===== config.mk =====
export PLATFORM = sky130hd
export DESIGN_NAME = alu_core
export DESIGN_NICKNAME = d
export VERILOG_FILES = /design/src/rtl/alu_pkg.sv /design/src/rtl/alu_comb.sv /design/src/rtl/alu_core.sv
export SDC_FILE = /design/constraint.sdc
export NUM_CORES = 1
export LEC_CHECK = 0
export CORE_MARGIN = 3
export CORE_UTILIZATION = 50
export DETAILED_ROUTE_END_ITERATION = 16
export PLACE_DENSITY = 0.81
export RECOVER_POWER = 50
export SETUP_SLACK_MARGIN = 0.1
export SYNTH_ARGS = -nofsm -noshare
export SYNTH_HDL_FRONTEND = slang
export SYNTH_SLANG_ARGS = --single-unit

===== constraint.sdc =====
create_clock -name clock -period 0.8 [get_ports clock]
set_clock_uncertainty 0.1 [all_clocks]
set_input_delay 0.2 -clock clock [delete_from_list [all_inputs] [get_ports clock]]
set_output_delay 0.2 -clock clock [all_outputs]
set_load 0.01 [all_outputs]

===== src/rtl/alu_pkg.sv =====
// Shared definitions for the ALU: operation encoding and status flag positions.
package alu_pkg;

  // The op select is always interpreted as a 3-bit code after zero-extension.
  localparam int OP_ENC_W = 3;

  // Total number of status flags the ALU can produce.
  localparam int FLAG_W = 4;

  // Operation encoding.
  localparam logic [OP_ENC_W-1:0] OP_ADD = 3'd0;
  localparam logic [OP_ENC_W-1:0] OP_SUB = 3'd1;
  localparam logic [OP_ENC_W-1:0] OP_AND = 3'd2;
  localparam logic [OP_ENC_W-1:0] OP_OR  = 3'd3;
  localparam logic [OP_ENC_W-1:0] OP_XOR = 3'd4;
  localparam logic [OP_ENC_W-1:0] OP_NOT = 3'd5;
  localparam logic [OP_ENC_W-1:0] OP_SHL = 3'd6;
  localparam logic [OP_ENC_W-1:0] OP_SHR = 3'd7;

  // Flag bit positions inside the status vector.
  localparam int FLAG_C = 0;  // carry / borrow / shifted-out bit
  localparam int FLAG_Z = 1;  // result is zero
  localparam int FLAG_N = 2;  // result sign bit
  localparam int FLAG_V = 3;  // signed overflow (ADD/SUB only)

endpackage


===== src/rtl/alu_comb.sv =====
// Purely combinational ALU evaluation: result and all four status flags
// from op, a and b. No clock, no state.
module alu_comb
  import alu_pkg::*;
#(
  parameter int w    = 8,
  parameter int op_w = 1
) (
  input  logic [op_w-1:0]   op,
  input  logic [w-1:0]      a,
  input  logic [w-1:0]      b,
  output logic [w-1:0]      result,
  output logic [FLAG_W-1:0] flags
);

  logic [OP_ENC_W-1:0] op_ext;
  logic [w:0]          sum_ext;
  logic [w:0]          diff_ext;
  logic [w-1:0]        res;
  logic                carry;
  logic                ovf;
  logic                op_known;

  // Evaluate the selected operation; arithmetic is done one bit wider so the
  // top bit is the carry-out (ADD) or borrow (SUB).
  always_comb begin
    op_ext   = OP_ENC_W'(op);
    sum_ext  = {1'b0, a} + {1'b0, b};
    diff_ext = {1'b0, a} - {1'b0, b};
    res      = '0;
    carry    = 1'b0;
    ovf      = 1'b0;
    op_known = 1'b1;
    case (op_ext)
      OP_ADD: begin
        res   = sum_ext[w-1:0];
        carry = sum_ext[w];
        // Overflow: operands share a sign and the result sign differs.
        ovf   = (a[w-1] == b[w-1]) && (sum_ext[w-1] != a[w-1]);
      end
      OP_SUB: begin
        res   = diff_ext[w-1:0];
        carry = diff_ext[w];
        // Overflow: operand signs differ and the result sign differs from a.
        ovf   = (a[w-1] != b[w-1]) && (diff_ext[w-1] != a[w-1]);
      end
      OP_AND: res = a & b;
      OP_OR:  res = a | b;
      OP_XOR: res = a ^ b;
      OP_NOT: res = ~a;
      OP_SHL: begin
        res   = {a[w-2:0], 1'b0};
        carry = a[w-1];
      end
      OP_SHR: begin
        res   = {1'b0, a[w-1:1]};
        carry = a[0];
      end
      default: begin
        // Only reachable with X/Z on op: everything, including Z, reads 0.
        res      = '0;
        carry    = 1'b0;
        ovf      = 1'b0;
        op_known = 1'b0;
      end
    endcase
  end

  // Pack the flags; Z is qualified so the unknown-op branch yields all zeros.
  always_comb begin
    result         = res;
    flags          = '0;
    flags[FLAG_C]  = carry;
    flags[FLAG_Z]  = op_known && (res == '0);
    flags[FLAG_N]  = res[w-1];
    flags[FLAG_V]  = ovf;
  end

endmodule


===== src/rtl/alu_core.sv =====
// Registered integer ALU. Inputs are sampled every rising clock edge and the
// result/status appear one cycle later. There is no handshake: a new
// operation is accepted on every edge while reset_n is high, and outputs are
// always considered valid one edge after the inputs were presented.
module alu_core
  import alu_pkg::*;
#(
  parameter int w        = 8,
  parameter int op_w     = 1,
  parameter int status_w = 1
) (
  input  logic                clock,
  input  logic                reset_n,
  output logic [w-1:0]        result,
  output logic [status_w-1:0] status,
  input  logic [op_w-1:0]     op,
  input  logic [w-1:0]        a,
  input  logic [w-1:0]        b
);

  logic [w-1:0]        comb_result;
  logic [FLAG_W-1:0]   comb_flags;
  logic [w-1:0]        result_d;
  logic [w-1:0]        result_q;
  logic [status_w-1:0] status_d;
  logic [status_w-1:0] status_q;
  logic                unused_flags;

  alu_comb #(
    .w    (w),
    .op_w (op_w)
  ) u_alu_comb (
    .op     (op),
    .a      (a),
    .b      (b),
    .result (comb_result),
    .flags  (comb_flags)
  );

  // Flags above status_w are computed but not exported.
  assign unused_flags = ^comb_flags;

  // Next-state for the output register: only the low status_w flags are kept.
  always_comb begin
    result_d = comb_result;
    status_d = comb_flags[status_w-1:0];
  end

  // Output register stage; async reset clears outputs immediately.
  always_ff @(posedge clock or negedge reset_n) begin
    if (!reset_n) begin
      result_q <= '0;
      status_q <= '0;
    end else begin
      result_q <= result_d;
      status_q <= status_d;
    end
  end

  assign result = result_q;
  assign status = status_q;

endmodule


==> summary.md, run 1 <==
| Metric | Value |
|---|---|
| Post-synth EDFFs | `0` |
| Hold buffers post-CTS | `0` |
| Total clock buffers created by CTS | `3` |
| Cell types with the largest area share after synthesis | `sky130_fd_sc_hd__dfrtp_1, sky130_fd_sc_hd__ha_1, sky130_fd_sc_hd__inv_1` |
| Post-synthesis mux area share | `1.06%` |
| Error message | `[ERROR DPL-0033] detailed placement checks failed during check placement.` |
| Syn Std Cell Area | `approximately 940 sq um` |
| Top_reg_cell synth | `sky130_fd_sc_hd__dfrtp_1` |
| Simple-gate portion of the synthesized area | `~8.0%` |
| Die height | `49.4 um` |
| Halt point of the flow | `clock tree synthesis` |
| Fraction of synthesized cell area in xor and xnor cells | `~5.6%` |
| Status | `aborted with a tool error` |
| Number of input and output port buffers inserted | `27` |
| Synth Instances | `106` |
| CTS resizes | `between 90 and 100` |
| Maximum clock path buffer count | `2` |
| Top-level port count | `28` |
| Number of sinks on the clock net | `9` |
| Flip-flop and latch count after synthesis | `9` |
| Library cell occupying the most area in the post-synthesis netlist | `sky130_fd_sc_hd__dfrtp_1` |
| Setup Fix Bufs, Post-CTS | `3` |
| Mean area per synthesized cell | `between 8 and 9 sq um` |
| Num rows | `15` |
| Post-synthesis compound-gate area fraction | `about a quarter` |
| Number of library cell types mapped by synthesis | `33` |
| Estimated wirelength of the detail-placed design | `around 2600 um` |
| Die extent in x | `slightly below 50 um` |
| Weighted congestion reported at the end of routability-driven placement | `~0.8` |
| Synthesis Warnings | `0` |
| Share of flip-flops with an asynchronous set or reset after synthesis | `100%` |
| Max H-tree Level | `1` |
| Syn_nets | `around 140` |
| Seq/Total Area, Yosys | `roughly a quarter` |
| Buffer cell driving the clock tree root | `sky130_fd_sc_hd__clkbuf_4` |
| Adder-cell area share of the yosys netlist | `around 27%` |
| Largest family of logic cells by synthesized area | `adder cells` |
| Starting Density | `a little over half` |
| Top cell type's share of synthesized area | `23.9%` |
[kinds of logic after synthesis]
logic type	Yosys count
compound gates	34
buf+inv	20
fa+ha+maj	19
simple gates	17
flops	9
xor+xnor	6
mux	1
[Yosys cell counts (all sizes together), types with 2 or more instances]
master  count
o21ai       8
a21oi       9
o21a        3
inv        17
fa          2
nand2       2
nor2       10
xor2        3
o41ai       3
nor3        2
xnor2       3
ha         17
o211ai      2
buf         3
dfrtp       9
[stage by stage]
step	hold WS [ps]	std cells	area [sq um]	setup WS, ps
2_1_floorplan	-196	106	1060	-805
3_3_place_gp	400	183	1570	-1590
3_5_place_dp	406	183	1570	-1590
==> run 2: changes to the inputs <==
CORE_AREA = 3 3 64 66   (was not set)
CORE_MARGIN = not set   (was 3)
CORE_UTILIZATION = not set   (was 50)
DIE_AREA = 0 0 67 69   (was not set)
PLACE_DENSITY = not set   (was 0.81)
PLACE_DENSITY_LB_ADDON = 0.15   (was not set)
SETUP_SLACK_MARGIN = not set   (was 0.1)
==> summary.md, run 2 <==
| Metric | Value |
|---|---|
| Cell with the most instances after synthesis | `sky130_fd_sc_hd__ha_1` |
| Number of sinks on the clock net | `9 (unchanged)` |
| Share of flip-flops with an asynchronous set or reset after synthesis | `100% (unchanged)` |
| Syn_nets | `144 (unchanged)` |
| Largest fanout on the critical path | `3` |
| Arrival time of the worst setup path | `between 1500 and 2000 ps` |
| Maximum frequency from static timing analysis | `about 640 MHz` |
| Flip-flop and latch count after synthesis | `9 (unchanged)` |
| Tightest slew margin relative to the limit | `between 70% and 80%` |
| Leading cell type in the layout, fill and taps excluded | `sky130_fd_sc_hd__buf_4` |
| Max H-tree Level | `1 (unchanged)` |
| Total routing usage reported by global routing | `a little over a tenth` |
| Number of filler instances in the final layout | `roughly 330` |
| Dominant delay contributor by cell family on the critical path | `compound AO/OA/AOI/OAI gates` |
| Sum of overflow across all layers after global routing | `0` |
| Largest net degree at the start of global routing | `13` |
| Detailed router's first-iteration violation count | `14` |
| NumNets Final | `210` |
| Library cell occupying the most area in the post-synthesis netlist | `sky130_fd_sc_hd__dfrtp_1` |
| Post-Layout Cell Count | `between 200 and 250` |
| Violations in the final reports | `negative setup slack` |
| Num rows | `22 (+7)` |
| Maximum clock path buffer count | `2 (unchanged)` |
| WP data required | `between 800 and 900 ps` |
| Crit share post-route | `195%` |
| Estimated wirelength of the detail-placed design | `1860 um (-28%)` |
| Highest-count cells in the layout ignoring fill and taps | `sky130_fd_sc_hd__buf_4, sky130_fd_sc_hd__buf_6, sky130_fd_sc_hd__ha_4` |
| Initial antenna violation count | `0` |
| Transition time at the pin with the least slew margin | `348 ps` |
| Vias | `~980` |
| Top cell type's share of synthesized area | `23.9% (unchanged)` |
| Simple-gate portion of the synthesized area | `7.96% (unchanged)` |
| # placed instances | `208 (+14%)` |
| Weighted congestion reported at the end of routability-driven placement | `0.814 (-0.57%)` |
| Pwr Density | `approximately 1200 nW/um^2` |
| Kind of path behind the tightest hold check | `input pin to register` |
| Post-synthesis compound-gate area fraction | `25.7% (unchanged)` |
| Fraction of synthesized cell area in xor and xnor cells | `5.57% (unchanged)` |
| Proportion of power drawn by flip-flops and latches | `between 20% and 30%` |
| Post-synth EDFFs | `0 (unchanged)` |
| Buf+Inv Stages, Crit Path | `2` |
| Status | `finished with violations` |
| Cell with the biggest individual delay on the critical path | `sky130_fd_sc_hd__a221oi_2` |
| Post-detailed-route count of antenna-violating nets | `0` |
| Tmin final | `roughly 1600 ps` |
| Cell types with the largest area share after synthesis | `sky130_fd_sc_hd__dfrtp_1, sky130_fd_sc_hd__ha_1, sky130_fd_sc_hd__inv_1` |
| Gate power share | `between 50% and 60%` |
| Final hold violation count | `0` |
| Die extent in x | `67 um (+36%)` |
| Adder-cell area share of the yosys netlist | `26.8% (unchanged)` |
| Internal power | `1.57 mW` |
| Largest family of logic cells by synthesized area | `adder cells` |
| Clock slew at reported path FFs | `40 ps` |
| Maximum single-stage delay on the critical path | `290 ps` |
| Syn Std Cell Area | `943 sq um (unchanged)` |
| Share of layout cells above drive strength 1 | `between 60 and 70%` |
| Die height | `69 um (+40%)` |
| Final Setup Violations | `17` |
| Number of library cell types mapped by synthesis | `33 (unchanged)` |
| Number of max-slew violations in the final report | `0` |
| Post-detailed-route via-to-cell ratio | `between 4 and 5` |
| Signed area change from the synthesized netlist to the final layout | `105%` |
| Commonest cells in the synthesized netlist | `sky130_fd_sc_hd__ha_1, sky130_fd_sc_hd__inv_1, sky130_fd_sc_hd__nor2_1, sky130_fd_sc_hd__dfrtp_1, sky130_fd_sc_hd__a21oi_1` |
| Setup repair after global routing missed its margin | `yes` |
| Total Routed Length | `about 2500 um` |
| Die ar. | `4620 sq um` |
| Antenna Diode Count | `0` |
| Clock group share of total power | `between 20% and 30%` |
| Post-synthesis mux area share | `1.06% (unchanged)` |
| Std-Cell Core Area | `between 3000 and 4000 sq um` |
| Top-level port count | `28 (unchanged)` |
| Cell breakdown of the critical path | `buf_12 -> ha_4 -> inv_2 -> fa_2 -> o21bai_1 -> a21oi_2 -> o21ai_2 -> a221oi_2 -> xor2_1` |
| Max reg flops | `8` |
| Maximum vdd ir drop | `roughly 0.00038 V` |
| Starting Density | `26.0% (-28 points)` |
| Synth Instances | `106 (unchanged)` |
| Synthesis Warnings | `0 (unchanged)` |
| Net switching component of the power | `around 0.75 mW` |
| Sw Ratio | `about a third` |
| Detailed-route wire length per cell | `11.6 um` |
| Vias in the first global route | `slightly below 1000` |
| Total Power Consumption | `about 2.3 mW` |
| Number of detailed-routing iterations run before antenna repair | `4` |
| Worst Setup Start Kind | `input pin` |
| Dpl ws | `-1570 ps (+26.8 ps)` |
| Number of DRC violations after detailed routing | `0` |
| Hold buffers post-CTS | `0 (unchanged)` |
| LEAKAGE | `about 0.87 nW` |
| Total clock buffers created by CTS | `3 (unchanged)` |
| Final hold slack | `roughly 160 ps` |
| Max-cap check violation count | `0` |
| Crit path setup slack, layout | `-758 ps` |
| Buffer cell driving the clock tree root | `sky130_fd_sc_hd__clkbuf_8` |
| Seq/Total Area, Yosys | `23.9% (unchanged)` |
| Top_reg_cell synth | `sky130_fd_sc_hd__dfrtp_1` |
| Accumulated negative setup slack | `-6350 ps` |
| Endpoint type of the worst setup path | `register` |
| Wire length of the first global-routing pass | `between 4000 and 5000 um` |
| Mean area per synthesized cell | `8.90 sq um (unchanged)` |
| Category of the critical setup timing path | `input pin to register` |
| Number of input and output port buffers inserted | `27 (unchanged)` |
| TritonCTS clock tree | `built` |
## run 2: worst paths after layout
kind	end	startpoint	cells past startpoint	slack [ps]
min in group asynchronous	result[6]$_DFF_PN0_	reset_n	2	260
setup / recovery	result[6]$_DFF_PN0_	a[0]	9	-760
max in group asynchronous	result[0]$_DFF_PN0_	reset_n	2	130
hold / removal	result[0]$_DFF_PN0_	b[0]	3	160
## run 2: power by group through the flow
stage / combinational [mW] / sequential [mW] / clock [mW]
after floorplan: 0.457 / 0.631 / 0
after global placement: 1.04 / 0.573 / 0
after detailed placement: 1.05 / 0.577 / 0
after CTS: 1.13 / 0.569 / 0.510
after global routing: 1.37 / 0.576 / 0.546
final: 1.26 / 0.569 / 0.493
## run 2: through the flow
stage          utilization [%]  cell area (sq um)
2_1_floorplan                -               1060
3_3_place_gp              44.4               1610
3_5_place_dp              44.4               1610
4_1_cts                   49.6               1800
5_1_grt                   53.3               1940
6_report                  53.3               1940
## run 2: what timing repair did
item / CTS / global route
setup endpoints to repair: 18 / 17
resized for setup: 109 / 43
pin swaps: 25 / 18
endpoints found under the hold margin: 0 / 0
buffers inserted: 5 / 3
## run 2: routing by layer
layer | track usage [%] | wire length [um]
met1 | 14.7 | 1160
met2 | 18.0 | 1260
met3 | 1.14 | 92
met4 | 2.70 | 14
met5 | 0 | 0
## run 2: cell families (layout without fill, tap and decap cells)
| group | count (synthesis) | after routing |
|---|---|---|
| AOI/OAI and AO/OA | 34 | 34 |
| buffers and inverters | 20 | 85 |
| adders and majority gates | 19 | 19 |
| and+or+nand+nor | 17 | 17 |
| DFF | 9 | 9 |
| xor gates and xnor gates | 6 | 6 |
| muxes | 1 | 1 |
## run 2: tightest hold or removal path, delay by kind of cell
family / cells / cell delay, ps
fa+ha+maj: 1 / 120
buf+inv: 2 / 120
## run 2: cell type report
type                            count  area [sq um]  share of cell area [%]
Tap cell                           48          60.1                    3.10
Sequential cell                     9           225                    11.6
Inverter                           17          96.3                    4.97
Multi-Input combinational cell     77           940                    48.5
Timing Repair Buffer               64           571                    29.5
Clock buffer                        4          45.0                    2.33
No activity file was read; power rests on OpenSTA's default activity.
